===== config.mk =====
export PLATFORM = sky130hd
export DESIGN_NAME = cnn_weight_loader
export DESIGN_NICKNAME = d
export VERILOG_FILES = /design/src/rtl/cnn_weight_loader.sv
export SDC_FILE = /design/constraint.sdc
export NUM_CORES = 1
export LEC_CHECK = 0
export CORE_UTILIZATION = 52
export CTS_BUF_LIST = sky130_fd_sc_hd__clkbuf_4
export CTS_CLUSTER_SIZE = 8
export DETAILED_ROUTE_END_ITERATION = 6
export DONT_BUFFER_PORTS = 1
export GPL_TIMING_DRIVEN = 0
export PLACE_DENSITY = 0.67
export SLEW_MARGIN = 40
export SYNTH_ARGS = -nofsm -noshare
export SYNTH_HDL_FRONTEND = slang
export SYNTH_SLANG_ARGS = --single-unit

===== constraint.sdc =====
create_clock -name clk -period 3.06 [get_ports clk]
set_clock_uncertainty 0.1 [all_clocks]
set_input_delay 0.306 -clock clk [delete_from_list [all_inputs] [get_ports clk]]
set_output_delay 0.306 -clock clk [all_outputs]
set_load 0.01 [all_outputs]

===== src/rtl/cnn_weight_loader.sv =====
// Byte-stream weight sequencer for the CNN: assembles feature, bias and FC words
// from an incoming byte stream, writes them with active-low strobes, then fires the convolution start.
module cnn_weight_loader #(
    parameter int DATA_WIDTH       = 8,
    parameter int NUM_FEATURES     = 3,
    parameter int KERNEL_SIZE      = 4,
    parameter int FLATTENED_LENGTH = 432,
    parameter int FC_WORDS         = 16
) (
    input  logic                                        clk,
    input  logic                                        rst,
    input  logic                                        load_start,
    input  logic [DATA_WIDTH-1:0]                       in_data,
    input  logic                                        in_valid,
    output logic                                        in_ready,
    output logic [DATA_WIDTH*KERNEL_SIZE*KERNEL_SIZE-1:0] feature_weights_input,
    output logic [1:0]                                  feature_writeAddr,
    output logic                                        feature_WrEn,
    output logic [DATA_WIDTH*(NUM_FEATURES+1)-1:0]      bias_weights_input,
    output logic                                        bias_WrEn,
    output logic [DATA_WIDTH*FC_WORDS-1:0]              fullyconnected_weights_input,
    output logic [4:0]                                  fullyconnected_writeAddr,
    output logic                                        fullyconnected_WrEn,
    output logic                                        convolution_enable,
    output logic                                        busy,
    output logic                                        done
);

    localparam int FEAT_BYTES = KERNEL_SIZE * KERNEL_SIZE;
    localparam int BIAS_BYTES = NUM_FEATURES + 1;
    localparam int FEAT_W     = DATA_WIDTH * FEAT_BYTES;
    localparam int BIAS_W     = DATA_WIDTH * BIAS_BYTES;
    localparam int FC_W       = DATA_WIDTH * FC_WORDS;
    localparam int ASM_W_FB   = (FEAT_W > BIAS_W) ? FEAT_W : BIAS_W;
    localparam int ASM_W      = (ASM_W_FB > FC_W) ? ASM_W_FB : FC_W;
    localparam int MAX_BYTES  = ASM_W / DATA_WIDTH;
    localparam int CNT_W      = $clog2(MAX_BYTES + 1);
    localparam int FC_LAST    = FLATTENED_LENGTH / FC_WORDS - 1;

    typedef enum logic [2:0] {
        IDLE, LOAD_FEAT, WR_FEAT, LOAD_BIAS, WR_BIAS, LOAD_FC, WR_FC, START
    } state_t;

    state_t                  r_state, w_state_next;
    logic [CNT_W-1:0]        r_byte_cnt, w_byte_cnt_next;
    logic [1:0]              r_feat_addr, w_feat_addr_next;
    logic [4:0]              r_fc_addr, w_fc_addr_next;
    // Only the bytes preceding the incoming one are stored; the newest byte comes straight from in_data.
    logic [ASM_W-DATA_WIDTH-1:0] r_asm, w_asm_next;
    logic [ASM_W-1:0]        w_asm_shift;
    logic                    w_accept;

    logic                    r_in_ready, w_in_ready_next;
    logic                    r_feat_wren, w_feat_wren_next;
    logic                    r_bias_wren, w_bias_wren_next;
    logic                    r_fc_wren, w_fc_wren_next;
    logic                    r_conv_en, w_conv_en_next;
    logic                    r_busy, w_busy_next;
    logic                    r_done, w_done_next;
    logic [FEAT_W-1:0]       r_feat_out, w_feat_out_next;
    logic [1:0]              r_feat_waddr, w_feat_waddr_next;
    logic [BIAS_W-1:0]       r_bias_out, w_bias_out_next;
    logic [FC_W-1:0]         r_fc_out, w_fc_out_next;
    logic [4:0]              r_fc_waddr, w_fc_waddr_next;

    assign w_accept    = in_valid && r_in_ready;
    assign w_asm_shift = {r_asm, in_data};

    always_comb begin
        // NOTE: every signal gets a default before the case so no path leaves it unassigned (no latches).
        w_state_next      = r_state;
        w_byte_cnt_next   = r_byte_cnt;
        w_feat_addr_next  = r_feat_addr;
        w_fc_addr_next    = r_fc_addr;
        w_asm_next        = r_asm;
        w_in_ready_next   = 1'b0;
        w_feat_wren_next  = 1'b1;
        w_bias_wren_next  = 1'b1;
        w_fc_wren_next    = 1'b1;
        w_conv_en_next    = 1'b1;
        w_busy_next       = r_busy;
        w_done_next       = r_done;
        w_feat_out_next   = r_feat_out;
        w_feat_waddr_next = r_feat_waddr;
        w_bias_out_next   = r_bias_out;
        w_fc_out_next     = r_fc_out;
        w_fc_waddr_next   = r_fc_waddr;

        unique case (r_state)
            IDLE: begin
                if (load_start) begin
                    w_state_next     = LOAD_FEAT;
                    w_in_ready_next  = 1'b1;
                    w_busy_next      = 1'b1;
                    w_done_next      = 1'b0;
                    w_byte_cnt_next  = '0;
                    w_feat_addr_next = '0;
                    w_fc_addr_next   = '0;
                end
            end
            LOAD_FEAT: begin
                w_in_ready_next = 1'b1;
                if (w_accept) begin
                    w_asm_next = w_asm_shift[ASM_W-DATA_WIDTH-1:0];
                    if (r_byte_cnt == CNT_W'(FEAT_BYTES - 1)) begin
                        w_byte_cnt_next   = '0;
                        w_state_next      = WR_FEAT;
                        w_in_ready_next   = 1'b0;
                        w_feat_wren_next  = 1'b0;
                        w_feat_out_next   = w_asm_shift[FEAT_W-1:0];
                        w_feat_waddr_next = r_feat_addr;
                    end else begin
                        w_byte_cnt_next = r_byte_cnt + CNT_W'(1);
                    end
                end
            end
            WR_FEAT: begin
                w_in_ready_next = 1'b1;
                if (r_feat_addr == 2'(NUM_FEATURES - 1)) begin
                    w_state_next = LOAD_BIAS;
                end else begin
                    w_feat_addr_next = r_feat_addr + 2'd1;
                    w_state_next     = LOAD_FEAT;
                end
            end
            LOAD_BIAS: begin
                w_in_ready_next = 1'b1;
                if (w_accept) begin
                    w_asm_next = w_asm_shift[ASM_W-DATA_WIDTH-1:0];
                    if (r_byte_cnt == CNT_W'(BIAS_BYTES - 1)) begin
                        w_byte_cnt_next  = '0;
                        w_state_next     = WR_BIAS;
                        w_in_ready_next  = 1'b0;
                        w_bias_wren_next = 1'b0;
                        w_bias_out_next  = w_asm_shift[BIAS_W-1:0];
                    end else begin
                        w_byte_cnt_next = r_byte_cnt + CNT_W'(1);
                    end
                end
            end
            WR_BIAS: begin
                w_in_ready_next = 1'b1;
                w_state_next    = LOAD_FC;
            end
            LOAD_FC: begin
                w_in_ready_next = 1'b1;
                if (w_accept) begin
                    w_asm_next = w_asm_shift[ASM_W-DATA_WIDTH-1:0];
                    if (r_byte_cnt == CNT_W'(FC_WORDS - 1)) begin
                        w_byte_cnt_next = '0;
                        w_state_next    = WR_FC;
                        w_in_ready_next = 1'b0;
                        w_fc_wren_next  = 1'b0;
                        w_fc_out_next   = w_asm_shift[FC_W-1:0];
                        w_fc_waddr_next = r_fc_addr;
                    end else begin
                        w_byte_cnt_next = r_byte_cnt + CNT_W'(1);
                    end
                end
            end
            WR_FC: begin
                if (r_fc_addr == 5'(FC_LAST)) begin
                    w_state_next   = START;
                    w_conv_en_next = 1'b0;
                end else begin
                    w_fc_addr_next  = r_fc_addr + 5'd1;
                    w_state_next    = LOAD_FC;
                    w_in_ready_next = 1'b1;
                end
            end
            START: begin
                w_state_next = IDLE;
                w_busy_next  = 1'b0;
                w_done_next  = 1'b1;
            end
            default: w_state_next = IDLE;
        endcase
    end

    always_ff @(posedge clk) begin
        // NOTE: state updates use non-blocking assignments so every register samples pre-edge values.
        if (rst) begin
            r_state      <= IDLE;
            r_byte_cnt   <= '0;
            r_feat_addr  <= '0;
            r_fc_addr    <= '0;
            // NOTE: the assembly register is a plain register, not a memory, so clearing it on reset is cheap.
            r_asm        <= '0;
            r_in_ready   <= 1'b0;
            r_feat_wren  <= 1'b1;
            r_bias_wren  <= 1'b1;
            r_fc_wren    <= 1'b1;
            r_conv_en    <= 1'b1;
            r_busy       <= 1'b0;
            r_done       <= 1'b0;
            r_feat_out   <= '0;
            r_feat_waddr <= '0;
            r_bias_out   <= '0;
            r_fc_out     <= '0;
            r_fc_waddr   <= '0;
        end else begin
            r_state      <= w_state_next;
            r_byte_cnt   <= w_byte_cnt_next;
            r_feat_addr  <= w_feat_addr_next;
            r_fc_addr    <= w_fc_addr_next;
            r_asm        <= w_asm_next;
            r_in_ready   <= w_in_ready_next;
            r_feat_wren  <= w_feat_wren_next;
            r_bias_wren  <= w_bias_wren_next;
            r_fc_wren    <= w_fc_wren_next;
            r_conv_en    <= w_conv_en_next;
            r_busy       <= w_busy_next;
            r_done       <= w_done_next;
            r_feat_out   <= w_feat_out_next;
            r_feat_waddr <= w_feat_waddr_next;
            r_bias_out   <= w_bias_out_next;
            r_fc_out     <= w_fc_out_next;
            r_fc_waddr   <= w_fc_waddr_next;
        end
    end

    assign in_ready                     = r_in_ready;
    assign feature_weights_input        = r_feat_out;
    assign feature_writeAddr            = r_feat_waddr;
    assign feature_WrEn                 = r_feat_wren;
    assign bias_weights_input           = r_bias_out;
    assign bias_WrEn                    = r_bias_wren;
    assign fullyconnected_weights_input = r_fc_out;
    assign fullyconnected_writeAddr     = r_fc_waddr;
    assign fullyconnected_WrEn          = r_fc_wren;
    assign convolution_enable           = r_conv_en;
    assign busy                         = r_busy;
    assign done                         = r_done;

endmodule


### Word-level counts from Yosys, hierarchy flattened

Index checks and enable logic that the tools add are counted.

| storage, ports and cells | value |
|---|---|
| flip-flop bits (word level) | 437 |
| logic and storage cells | 99 |

| operators by class | value |
|---|---|
| add/sub/neg operators | 3 |
| eq/ne operators | 21 |
| multiplexer cells | 32 |
| bitwise operators | 4 |
| reduce and logical (&&, ||, !) cells | 22 |

Operator list:

| operator | number |
|---|---|
| 5-bit two-way mux | 6 |
| 3-bit one-hot mux with 8 select lines | 1 |
| 3-bit two-way mux | 7 |
| 2-bit != test, second input constant | 9 |
| 5-bit one-hot mux with 3 select lines | 1 |
| 3-bit AND reduction | 5 |
| 3-bit equality test, second input constant | 4 |
| 2-bit OR reduction | 6 |
| 5-bit by 1-bit adder with 5-bit output, second input constant | 2 |
| 5-bit one-hot mux with 2 select lines | 1 |
| 1-bit two-way mux | 8 |
| 2-bit two-way mux | 4 |
| 7-bit AND reduction | 1 |
| 3-bit by 2-bit equality test with 1-bit output, second input constant | 2 |
| 2-bit nonzero test | 3 |
| 5-bit by 2-bit equality test with 1-bit output, second input constant | 1 |
| 5-bit by 4-bit equality test with 1-bit output, second input constant | 1 |
| 5-bit equality test, second input constant | 1 |
| 1-bit one-hot mux with 5 select lines | 1 |
| 1-bit NOT | 4 |
| 1-bit one-hot mux with 2 select lines | 2 |
| 2-bit one-hot mux with 2 select lines | 1 |
| 2-bit AND reduction | 2 |
| 4-bit AND reduction | 1 |
| other kinds (8) | 8 |

### Depth between registers and ports, before layout

| logic depth | value |
|---|---|
| word-level depth | 4 |
| depth in mapped cells | 9 |
| gate-level depth less buffers | 8 |

### Least setup slack after synthesis

No wires, ideal clock.

| path | value |
|---|---|
| path type | reg-to-reg |
| start | register r_byte_cnt[0] |
| end | register r_fc_out[100] (netlist: fullyconnected_weights_input[100]) |
| library setup time | 0.132 ns |
| arrival | 1.673 ns |
| data required time | 2.828 ns |
| setup slack | 1.155 ns |
| cell stages (with the launch flop) | 10 |
| buffers on the path | 3 |
| path through | dfxtp_1 ha_1 and3_1 ha_1 and4b_1 buf_2 buf_4 buf_4 nand2_1 a21oi_1 |

| on the way | value |
|---|---|
| longest elaborated chain between the ends | 2 |

Ends and longest elaborated chain:

| what | line | RTL |
|---|---|---|
| start: declaration | 45 | `logic [CNT_W-1:0] r_byte_cnt, w_byte_cnt_next;` |
| start signal: assignment | 203 | `r_byte_cnt <= w_byte_cnt_next;` |
| 5-bit by 4-bit equality test with 1-bit output | 149 | `if (r_byte_cnt == CNT_W'(FC_WORDS - 1)) begin` |
| 3-bit AND reduction (no source line) | n/a |  |
| end signal: assignment | 217 | `r_fc_out <= w_fc_out_next;` |
| end: declaration | 63 | `logic [FC_W-1:0] r_fc_out, w_fc_out_next;` |

Every way passes these cells.
A chain may end at the register's enable or synchronous reset.

### Worst setup path after layout

| path | value |
|---|---|
| start | register r_byte_cnt[0] |
| end | register r_fc_out[88] (netlist: fullyconnected_weights_input[88]) |

Same word-level chain as after synthesis.

==> impl_metrics.json <==
{
  "swShare_pct": 23.5,
  "slew_violations": 0,
  "p_int_mw": 8.16,
  "portBuffers": 0,
  "rows": 62,
  "power_density_nw_per_um2": 619,
  "cp.arrival_ns": 3.21,
  "switching_power_mw": 2.50,
  "cts_tree": "done",
  "cts_buffers": 109,
  "grt-ovfl-total": 0,
  "critPathKind": "reg2reg",
  "ys_types": 36,
  "holdWs_ns": 0.0694,
  "drive_gt1_share_pct": 10.6,
  "die_w_um": 173,
  "finalSetupViolCount": 0,
  "ir_worst_vdd_mv": 0.401,
  "rsz0062_at_grt": "no",
  "rrSetupSlack_ns": 0.31,
  "cts_num_sinks": 437,
  "placedCellCount": 2323,
  "cp_max_fo": 10,
  "antenna_found_initial": 1,
  "hold_path.class": "in2reg",
  "place_congestion": 0.847,
  "dieHeight_um": 173,
  "htree_levels": 3,
  "vias": 13425,
  "worst_slew_pin_slew_ns": 0.768,
  "start_kind": "flip-flop",
  "crit_path_end": "fullyconnected_weights_input[88]",
  "syn_nets": 1957,
  "dieArea_sq_um": 30100,
  "setup_tns_ns": 0,
  "rr_endpoint": "fullyconnected_weights_input[88]",
  "ys_ff_latch": 437,
  "post_drt_wl_per_cell_um": 17.8,
  "period_share_pct": 89.7,
  "fin_area_sq_um": 17200,
  "timing.fmax_mhz": 364,
  "clk_latency_ns": 0.74,
  "synth_area_sq_um": 15300,
  "synthCells": 1939,
  "drtIter0Drc": 793,
  "final_common_cell": "nand2_1",
  "core_sq_um": 28800,
  "grt_use_total_pct": 29.1,
  "route.detailed.drc": 0,
  "layout_common_cells": "nand2_1 (841), dfxtp_1 (437), a21oi_1 (430), clkbuf_4 (154), clkbuf_1 (77)",
  "maxCapViolCount": 0,
  "grt_pass1_vias": 12604,
  "cts-root-buf": "clkbuf_4",
  "required_ns": 3.52,
  "cts_setup_buffers": 0,
  "start_util_pct": 53.1,
  "ys_warn_count": 0,
  "clk_pin_slew_ns": 0.07,
  "combinationalPowerShare_pct": 2.5,
  "placed_cell_area_sq_um": 15800,
  "ioPinCount": 314,
  "first_pass_iters": 5,
  "power_leakage_nw": 5.75,
  "ys_seq_area_share_pct": 57.2,
  "max-slew-margin-rel_pct": 48.8,
  "finalWirelength_mm": 44.9,
  "grt_pass1_wl_mm": 69.3,
  "fin_cells": 2526,
  "final_antenna_net_count": 0,
  "hold_viol": 0,
  "min_period_ns": 2.75,
  "cts_buffer_depth": 3,
  "synthToLayoutAreaGrowth_pct": 12.7,
  "endpoint_kind": "flip-flop",
  "power.share.clock_pct": 43.9,
  "status": "completed",
  "r2r_start": "r_byte_cnt[0]",
  "grt_max_degree": 16,
  "r2r_cells": 8,
  "cp-startpoint": "r_byte_cnt[0]",
  "power_mw": 10.7,
  "seq_power_share_pct": 53.6,
  "via_per_inst": 5.31,
  "avgSynthCellArea_sq_um": 7.89,
  "finalNetCount": 2079,
  "place_hpwl_mm": 31.0
}
-- worst max-delay path, cell delays in order, from the launching register on --
cell,delay [ns]
dfxtp_1,0.37
ha_1,0.21
and3_1,0.20
ha_1,0.29
nand4b_1,0.58
buf_2,0.48
buf_2,0.23
nand2_1,0.09
a21oi_1,0.06
-- state kept, by name (all words and copies together) (netlist names) --
name / cells
done: 1
bias_WrEn: 1
busy: 1
bias_weights_input: 32
r_state: 3
r_asm: 120
fullyconnected_WrEn: 1
r_fc_addr: 5
feature_writeAddr: 2
r_byte_cnt: 5
r_feat_addr: 2
in_ready: 1
feature_WrEn: 1
fullyconnected_weights_input: 128
convolution_enable: 1
feature_weights_input: 128
fullyconnected_writeAddr: 5
-- how the worst min path moves through the flow --
stage / depth (start not counted) / from / end
2_1_floorplan: 2 / in_data[0] / r_asm[0]
3_3_place_gp: 2 / in_data[3] / r_asm[3]
3_5_place_dp: 2 / in_data[6] / r_asm[6]
5_1_grt: 4 / load_start / r_byte_cnt[1]
4_1_cts: 4 / load_start / r_byte_cnt[0]
6_report: 2 / rst / convolution_enable
-- cells by family after synthesis --
logic type | count (synthesis) | share of synthesized area (%)
compound gates | 446 | 14.9
simple gates | 893 | 22.8
mux | 4 | 0.270
buf+inv | 153 | 4.39
fa+ha+maj | 6 | 0.491
flops | 437 | 57.2
-- layout make-up --
cell class / instances / area (sq um)
buffer: 145 / 646
inverter: 8 / 30.0
antenna: 1 / 2.50
tap: 384 / 480
multi-input combinational: 1349 / 5870
fill: 2724 / 11600
clock buffer: 154 / 1160
clock inverter: 37 / 181
timing repair buffer: 11 / 110
sequential: 437 / 8750
-- metal layers --
metal / part of all wire [%] / wire length, um / GRT usage (%)
met1: 41 / 18200 / 34.9
met2: 47 / 21000 / 47.5
met3: 9.9 / 4430 / 10.8
met4: 2.6 / 1190 / 10.7
met5: 0 / 0 / 0
-- power groups by stage --
stage                     logic [mW]  clock network (mW)  registers [mW]
after floorplan                0.165                   0            5.83
after global placement         0.237                   0            5.84
after detailed placement       0.239                   0            5.84
after CTS                      0.260                4.77            5.71
after global routing           0.283                5.10            5.71
final                          0.262                4.68            5.71
-- cell usage after synthesis --
cell        n  area (sq um)
and4b_1     2          20.0
buf_1       6          22.5
or3_1       4          25.0
nand3_1    10          50.1
o21ai_0     4          20.0
o21bai_1    1          7.51
clkbuf_2    1          5.00
nand2_1   841          3160
mux2i_1     3          30.0
ha_1        6          75.1
nor3_1      4          20.0
and3_1      4          25.0
and2_1      1          6.26
a311oi_1    1          8.76
nor2b_1     3          18.8
o31ai_1     1          7.51
or3b_4      1          11.3
inv_1       8          30.0
nor2_1      8          30.0
a21o_1      2          15.0
nand3b_1    3          22.5
a21oi_1   430          2150
nor4b_1     1          8.76
nand2b_1    5          31.3
nor4b_2     1          15.0
mux2_2      1          11.3
dfxtp_1   437          8750
o32ai_1     2          17.5
buf_2      50           250
or2_2       1          6.26
buf_6       1          11.3
nand4b_1    4          35.0
clkbuf_1   80           300
buf_4       7          52.6
o22a_4      1          17.5
a31oi_1     4          25.0
-- stage by stage --
| stage | util, % | setup slack [ns] |
|---|---|---|
| after floorplan | - | 1.15 |
| after global placement | 54.8 | 0.293 |
| after detailed placement | 54.8 | 0.262 |
| after CTS | 59.8 | 0.229 |
| after global routing | 59.8 | 0.173 |
| final | 59.8 | 0.314 |
-- what timing repair did --
action | 4_1_cts | 5_1_grt
gates resized for setup | 0 | 0
hold buffers | 11 | 0
endpoints found under the setup margin | 0 | 0
hold endpoints to repair | 41 | 0
Note: power is estimated with default switching activity, not from simulation.
